$ cat src/rtl/dcache_pkg.sv
// dcache_pkg: shared types and helpers for the data-side cache responder.
//   state_e           - responder FSM states
//   DCACHE_WORD_BYTES - bytes per cache line (one 32-bit word)
//   byte_merge        - per-byte merge of new data into an old word
package dcache_pkg;

  localparam int unsigned DCACHE_WORD_BYTES = 4;

  typedef enum logic [2:0] {
    IDLE,
    RD_REQ,
    RD_WAIT,
    RD_DONE,
    WR_REQ
  } state_e;

  function automatic logic [31:0] byte_merge(
    input logic [31:0]                  old_w,
    input logic [31:0]                  new_w,
    input logic [DCACHE_WORD_BYTES-1:0] mask
  );
    logic [31:0] r;
    r = old_w;
    for (int unsigned i = 0; i < DCACHE_WORD_BYTES; i++) begin
      if (mask[i]) r[8*i +: 8] = new_w[8*i +: 8];
    end
    return r;
  endfunction

endpackage

$ cat src/rtl/dcache_array.sv
// dcache_array: valid/tag/data storage for the direct-mapped data cache.
//   clk, rst         - clock, synchronous active-low reset (clears valid bits)
//   rd_idx_i         - combinational read port index
//   rd_valid/tag/data_o - line contents at rd_idx_i
//   wr_en_i, wr_idx_i, wr_tag_i, wr_data_i, wr_mask_i
//                    - write port; sets valid, writes tag, byte-merges data
module dcache_array
  import dcache_pkg::*;
#(
  parameter int unsigned INDEX_BITS = 6,
  parameter int unsigned TAG_BITS   = 24
) (
  input  logic                         clk,
  input  logic                         rst,
  input  logic [INDEX_BITS-1:0]        rd_idx_i,
  output logic                         rd_valid_o,
  output logic [TAG_BITS-1:0]          rd_tag_o,
  output logic [31:0]                  rd_data_o,
  input  logic                         wr_en_i,
  input  logic [INDEX_BITS-1:0]        wr_idx_i,
  input  logic [TAG_BITS-1:0]          wr_tag_i,
  input  logic [31:0]                  wr_data_i,
  input  logic [DCACHE_WORD_BYTES-1:0] wr_mask_i
);

  localparam int unsigned DEPTH = 1 << INDEX_BITS;

  logic [DEPTH-1:0]    valid_q;
  logic [TAG_BITS-1:0] tag_q  [DEPTH];
  logic [31:0]         data_q [DEPTH];

  always_ff @(posedge clk) begin
    if (!rst) begin
      valid_q <= '0;
    end else if (wr_en_i) begin
      valid_q[wr_idx_i] <= 1'b1;
    end
  end

  always_ff @(posedge clk) begin
    if (rst && wr_en_i) begin
      tag_q[wr_idx_i]  <= wr_tag_i;
      data_q[wr_idx_i] <= byte_merge(data_q[wr_idx_i], wr_data_i, wr_mask_i);
    end
  end

  assign rd_valid_o = valid_q[rd_idx_i];
  assign rd_tag_o   = tag_q[rd_idx_i];
  assign rd_data_o  = data_q[rd_idx_i];

endmodule

$ cat src/rtl/dcache_responder.sv
// dcache_responder: direct-mapped, write-through, no-write-allocate data cache
// (one word per line) answering the core's dcache_* port and fronting a
// multi-cycle backing memory.
//   clk, rst (sync, active-low)
//   dcache_addr/re/we/din -> dcache_dout, stall      : core side
//   mem_req_valid/ready/rnw/addr/data/mask           : backing request channel
//   mem_resp_valid/data                              : backing read response
// Optional: define DCACHE_PERF_EN to add hit_count / miss_count outputs.
module dcache_responder
  import dcache_pkg::*;
#(
  parameter int unsigned INDEX_BITS = 6
) (
  input  logic        clk,
  input  logic        rst,
  input  logic [31:0] dcache_addr,
  input  logic        dcache_re,
  input  logic [3:0]  dcache_we,
  input  logic [31:0] dcache_din,
  output logic [31:0] dcache_dout,
  output logic        stall,
  output logic        mem_req_valid,
  input  logic        mem_req_ready,
  output logic        mem_req_rnw,
  output logic [29:0] mem_req_addr,
  output logic [31:0] mem_req_data,
  output logic [3:0]  mem_req_mask,
  input  logic        mem_resp_valid,
  input  logic [31:0] mem_resp_data
`ifdef DCACHE_PERF_EN
  ,
  output logic [31:0] hit_count,
  output logic [31:0] miss_count
`endif
);

  localparam int unsigned TAG_BITS = 30 - INDEX_BITS;

  state_e state_q, state_d;

  logic        req_valid_q;
  logic [29:0] req_addr_q;
  logic [3:0]  req_we_q;
  logic [31:0] req_din_q;
  logic [31:0] dout_q, dout_d;
  logic        stale_q;

  logic                  accept;
  logic                  is_wr;
  logic                  hit;
  logic [INDEX_BITS-1:0] idx;
  logic [TAG_BITS-1:0]   tag;
  logic                  line_valid;
  logic [TAG_BITS-1:0]   line_tag;
  logic [31:0]           line_data;
  logic                  arr_we;
  logic [31:0]           arr_wdata;
  logic [3:0]            arr_mask;
  logic                  addr_lsb_unused;

  assign addr_lsb_unused = ^dcache_addr[1:0];

  assign idx   = req_addr_q[INDEX_BITS-1:0];
  assign tag   = req_addr_q[29:INDEX_BITS];
  assign is_wr = |req_we_q;
  assign hit   = line_valid && (line_tag == tag);

  assign accept = !stall && (dcache_re || (|dcache_we));

  dcache_array #(
    .INDEX_BITS (INDEX_BITS),
    .TAG_BITS   (TAG_BITS)
  ) u_array (
    .clk        (clk),
    .rst        (rst),
    .rd_idx_i   (idx),
    .rd_valid_o (line_valid),
    .rd_tag_o   (line_tag),
    .rd_data_o  (line_data),
    .wr_en_i    (arr_we),
    .wr_idx_i   (idx),
    .wr_tag_i   (tag),
    .wr_data_i  (arr_wdata),
    .wr_mask_i  (arr_mask)
  );

  always_comb begin
    state_d   = state_q;
    stall     = 1'b0;
    dout_d    = dout_q;
    arr_we    = 1'b0;
    arr_mask  = '1;
    arr_wdata = mem_resp_data;
    case (state_q)
      IDLE: begin
        if (req_valid_q) begin
          if (is_wr) begin
            stall   = 1'b1;
            state_d = WR_REQ;
          end else if (hit) begin
            dout_d = line_data;
          end else begin
            stall   = 1'b1;
            state_d = RD_REQ;
          end
        end
      end
      RD_REQ: begin
        stall = 1'b1;
        if (mem_req_ready) state_d = RD_WAIT;
      end
      RD_WAIT: begin
        stall = 1'b1;
        if (mem_resp_valid && !stale_q) begin
          arr_we  = 1'b1;
          state_d = RD_DONE;
        end
      end
      RD_DONE: begin
        dout_d  = line_data;
        state_d = IDLE;
      end
      WR_REQ: begin
        stall     = 1'b1;
        arr_wdata = req_din_q;
        arr_mask  = req_we_q;
        if (mem_req_ready) begin
          arr_we  = hit;
          state_d = IDLE;
        end
      end
      default: state_d = IDLE;
    endcase
  end

  always_ff @(posedge clk) begin
    if (!rst) begin
      state_q     <= IDLE;
      req_valid_q <= 1'b0;
      req_addr_q  <= '0;
      req_we_q    <= '0;
      req_din_q   <= '0;
      dout_q      <= '0;
    end else begin
      state_q     <= state_d;
      dout_q      <= dout_d;
      req_valid_q <= accept;
      if (accept) begin
        req_addr_q <= dcache_addr[31:2];
        req_we_q   <= dcache_we;
        req_din_q  <= dcache_din;
      end
    end
  end

  // A read in flight at reset still gets answered by memory; remember to
  // swallow that one response so a later miss cannot take it.
  always_ff @(posedge clk) begin
    if (!rst) begin
      stale_q <= (state_q == RD_WAIT) || (stale_q && !mem_resp_valid);
    end else if (mem_resp_valid) begin
      stale_q <= 1'b0;
    end
  end

  assign dcache_dout   = dout_d;
  assign mem_req_valid = rst && ((state_q == RD_REQ) || (state_q == WR_REQ));
  assign mem_req_rnw   = (state_q == RD_REQ);
  assign mem_req_addr  = req_addr_q;
  assign mem_req_data  = req_din_q;
  assign mem_req_mask  = (state_q == WR_REQ) ? req_we_q : '0;

`ifdef DCACHE_PERF_EN
  logic        rd_lookup;
  logic [31:0] hit_q;
  logic [31:0] miss_q;

  assign rd_lookup = (state_q == IDLE) && req_valid_q && !is_wr;

  always_ff @(posedge clk) begin
    if (!rst) begin
      hit_q  <= '0;
      miss_q <= '0;
    end else begin
      if (rd_lookup && hit)  hit_q  <= hit_q + 32'd1;
      if (rd_lookup && !hit) miss_q <= miss_q + 32'd1;
    end
  end

  assign hit_count  = hit_q;
  assign miss_count = miss_q;
`endif

endmodule
$ cat config.mk
export PLATFORM = sky130hd
export DESIGN_NAME = dcache_responder
export DESIGN_NICKNAME = d
export VERILOG_FILES = /design/src/rtl/dcache_pkg.sv /design/src/rtl/dcache_array.sv /design/src/rtl/dcache_responder.sv
export SDC_FILE = /design/constraint.sdc
export NUM_CORES = 2
export LEC_CHECK = 0
export CAP_MARGIN = 20
export CORE_MARGIN = 1.5
export CORE_UTILIZATION = 35
export CTS_CLUSTER_DIAMETER = 100
export DETAILED_ROUTE_END_ITERATION = 8
export PLACE_DENSITY = 0.51
export SYNTH_ARGS = -nofsm -noshare
export SYNTH_HDL_FRONTEND = slang
export SYNTH_HIERARCHICAL = 1
export SYNTH_SLANG_ARGS = --single-unit
$ cat constraint.sdc
create_clock -name clk -period 16.1 [get_ports clk]
set_clock_uncertainty 0.2 [all_clocks]
set_input_delay 1.61 -clock clk [delete_from_list [all_inputs] [get_ports clk]]
set_output_delay 1.61 -clock clk [all_outputs]
set_load 0.01 [all_outputs]
==> impl_metrics.csv <==
group,metric,value,unit
hold_path,hp-start,"u_array/valid_q[36]$_SDFFE_PN0P_",
yosys,synth_ff_type,"edfxtp_1",
sta,hold_viol,0,
sta,tightest_slew,1200,ps
global_routing,use_met2,33.3,%
yosys,async_flop_share,0,%
yosys,ys_warn_count,6,
global_routing,overflow,0,
cells_and_area,final_net_count,7313,
critical_path,reg2reg_from,"mem_req_addr[2]$_SDFFE_PN0P_",
floorplanning,dieArea,418000,sq um
power_and_ir_drop,p_total,30.1,mW
clock_tree,clock_latency,990,ps
sta,slew_viol_final,0,
sta,tns,0,ps
sta,holdWs,249,ps
sta,rsz0062_at_grt,"false",
outcome,status,"finished, final reports clean",
yosys,syn_inst,6768,
cells_and_area,fill_cells,36400,
placed_design,numPortBuffers,203,
clock_tree,htree_levels,5,
clock_tree,cts_buffers,403,
placed_design,post-dp-hpwl,258,mm
critical_path,cp.arrival,8430,ps
detailed_routing,drtIter0Drc,8556,
clock_tree,cts_sinks,3751,
global_routing,top_usage_layer,"met2",
power_and_ir_drop,seqPwrFrac,39.8,%
clock_tree,cts-root-buf,"clkbuf_16",
power_and_ir_drop,switching_share,33.0,%
floorplanning,coreArea,413000,sq um
sta,fmax,97.7,MHz
yosys,synth_area_per_cell,21.4,sq um
sta,timing.final.crit_share,63.6,%
yosys,yosysSeqAreaShare,76.5,%
sta,maxSlewHeadroom,20.1,%
detailed_routing,avgRoutedWirePerCell,33.5,um
critical_path,r2r_cells,16,
detailed_routing,vias_per_cell,5.61,
yosys,yosysTopAreaCell,"edfxtp_1",
floorplanning,die_width,647,um
critical_path,critPathLaunchType,"register",
yosys,synthesis.area,145000,sq um
hold_path,min_path_type,"reg2reg",
power_and_ir_drop,irDropWorstVdd,0.136,mV
global_routing,antenna_found_initial,39,
detailed_routing,ant_nets,0,
critical_path,r2r_end,"u_array/data_q[23][6]$_DFFE_PP_",
power_and_ir_drop,p_leak,51.9,nW
floorplanning,pin_count,206,
global_routing,grt_pass1_wl,602,mm
placed_design,pre_cts_ws,5690,ps
yosys,ys_ff_latch,3751,
sta,finalCriticalPeriod,10240,ps
critical_path,end_kind,"output pin",
yosys,synth-edff-count,3585,
clock_tree,clk_path_buf_depth,4,
hold_path,whs_path_depth,1,
yosys,yosysUniqueCellTypes,59,
global_routing,grt_start_max_net_pins,98,
clock_tree,cts_setup_buffers,0,
run,maxCapViolations,0,
power_and_ir_drop,switching_power,9.95,mW
sta,setup_violations,0,
detailed_routing,wirelength,437,mm
floorplanning,die_y,647,um
cells_and_area,area_growth,15.1,%
placed_design,gp_congestion,0.805,
critical_path,r2r_slack,5910,ps
critical_path,worstPathRequired,14290,ps
sta,fin_ws,5860,ps
power_and_ir_drop,comb_power_share,30.6,%
clock_tree,hold_buffers,0,
yosys,synth_area_leaders,"edfxtp_1 (74%), mux4_2 (14%), dfxtp_1 (2.3%)",
clock_tree,cts_tree,"done",
critical_path,crit_type,"reg2out",
critical_path,path_max_fanout,68,
global_routing,grt_pass1_vias,74700,
global_routing,gr-usage-all-layers,20.6,%
floorplanning,initial_core_util,35.1,%
global_routing,grtUsageMet1,28.4,%
clock_tree,clk_pin_slew,60,ps
power_and_ir_drop,power_density,181,nW/um^2
floorplanning,rows,236,
yosys,synth_top_area_share,74.3,%
detailed_routing,drc,0,
power_and_ir_drop,p_clk_share,29.7,%
yosys,synth_nets,6873,
power_and_ir_drop,p_int,20.2,mW
detailed_routing,vias,73200,
cells_and_area,layout-drive-gt1-share,25.3,%
clock_tree,post_cts_resized,0,
global_routing,met3_usage,3.53,%
hold_path,hold_end,"u_array/valid_q[36]$_SDFFE_PN0P_",
detailed_routing,firstDrtPassIters,5,
how the worst max path moves through the flow:
stage / start / endpoint / slack, ps
2_1_floorplan: mem_req_addr[0]$_SDFFE_PN0P_ / u_array/data_q[12][0]$_DFFE_PP_ / 10130
3_3_place_gp: mem_req_addr[0]$_SDFFE_PN0P_ / u_array/data_q[20][11]$_DFFE_PP_ / 5680
3_5_place_dp: mem_req_addr[0]$_SDFFE_PN0P_ / u_array/data_q[22][4]$_DFFE_PP_ / 5690
4_1_cts: mem_req_addr[0]$_SDFFE_PN0P_ / dcache_dout[28] / 5530
5_1_grt: mem_req_addr[0]$_SDFFE_PN0P_ / dcache_dout[28] / 5500
6_report: mem_req_addr[2]$_SDFFE_PN0P_ / dcache_dout[28] / 5860
synthesized netlist by cell type, types with 4 or more instances:
| library cell | count |
|---|---|
| a211o_1 | 8 |
| a211oi_1 | 14 |
| a21o_1 | 65 |
| a21oi_1 | 118 |
| a221o_1 | 4 |
| a221oi_1 | 147 |
| a22o_1 | 93 |
| a22oi_1 | 8 |
| and2_1 | 261 |
| and3_1 | 9 |
| buf_1 | 23 |
| buf_12 | 9 |
| buf_2 | 91 |
| buf_4 | 45 |
| buf_6 | 59 |
| buf_8 | 5 |
| clkbuf_1 | 184 |
| dfxtp_1 | 166 |
| edfxtp_1 | 3585 |
| inv_1 | 5 |
| mux2_2 | 88 |
| mux2i_1 | 172 |
| mux4_2 | 877 |
| nand2_1 | 186 |
| nand2b_1 | 18 |
| nand3_1 | 44 |
| nand3b_1 | 9 |
| nand4_1 | 8 |
| nor2_1 | 134 |
| nor2b_1 | 15 |
| nor3_1 | 7 |
| nor4_1 | 4 |
| o21ai_0 | 46 |
| o21ai_1 | 7 |
| o221ai_1 | 32 |
| o22ai_1 | 155 |
| or2_2 | 4 |
| or3b_2 | 6 |
| or4_1 | 4 |
| xnor2_1 | 22 |
cell type report:
class | instances | area, sq um | share of cell area (%)
Antenna cell | 23 | 57.6 | 0.0345
Clock buffer | 547 | 10900 | 6.55
Clock inverter | 193 | 1770 | 1.06
Inverter | 7 | 26.3 | 0.0157
Multi-Input combinational cell | 2594 | 32100 | 19.3
Sequential cell | 3751 | 111000 | 66.5
Tap cell | 5474 | 6850 | 4.11
Timing Repair Buffer | 451 | 4060 | 2.43
power by group through the flow:
stage	clock (mW)	sequential, mW	combinational [mW]
floorplan	0	12.4	5.32
global route	9.49	12.0	9.67
CTS	9.12	12.0	9.33
global placement	0	12.2	9.21
finish	8.94	12.0	9.21
detailed placement	0	12.2	9.31
registers in the layout, indices dropped and copies added, names as in the netlist, 3 cells and up:
name / count
u_array/data_q: 2048
u_array/tag_q: 1536
u_array/valid_q: 64
dout_q: 32
mem_req_data: 32
mem_req_addr: 30
req_we_q: 4
state_q: 3
cells in the final DEF, fill, tap and decap left out, drive strengths merged, types with 10 or more instances in the layout:
master | synthesis | layout
clkdlybuf4s50 | 0 | 202
edfxtp | 3585 | 3585
diode | 0 | 23
nand2b | 18 | 18
a211oi | 14 | 14
and2 | 261 | 261
buf | 232 | 248
clkinv | 2 | 145
o22ai | 155 | 155
bufinv | 0 | 22
clkbuf | 184 | 548
a221oi | 147 | 147
a22o | 93 | 93
nand2 | 187 | 187
a21oi | 118 | 118
nor2 | 134 | 134
inv | 5 | 23
a21o | 65 | 65
o21ai | 53 | 53
mux2i | 172 | 172
xnor2 | 22 | 22
clkinvlp | 0 | 10
dfxtp | 166 | 166
o221ai | 32 | 32
nand3 | 44 | 44
mux4 | 877 | 877
nor2b | 15 | 15
mux2 | 90 | 90
kinds of logic after synthesis:
logic type	share of synthesized area, %
DFF	76.5
muxes	15.5
and+or+nand+nor	2.54
AOI/OAI and AO/OA	3.51
buffers and inverters	1.74
xor gates and xnor gates	0.151
stage by stage:
step	instance area [sq um]	instances	util (%)
2_1_floorplan	145000	6768	-
3_3_place_gp	154000	12300	37.3
3_5_place_dp	154000	12300	37.3
4_1_cts	167000	13000	40.4
5_1_grt	167000	13000	40.4
6_report	167000	13000	40.4
layer usage:
metal	part of all wire, %	routed length, um	up-vias
met5	0.0030	13	-
met4	3.1	13600	2
met3	7.3	31800	597
met2	48	210000	2888
met1	42	182000	40300
li1	-	-	29400
worst max-delay path, stage by stage, from the launching register on:
cell and delay (ps):
dfxtp_4 740, buf_4 680, nor2b_4 290, buf_12 510
buf_4 570, a221oi_1 260, a221oi_1 660, xnor2_1 190
nand4_1 520, nor2_1 800, a41o_2 960, nand3_1 230
nand2_1 130, clkdlybuf4s50_1 620
(Power assumes the default switching activity.)
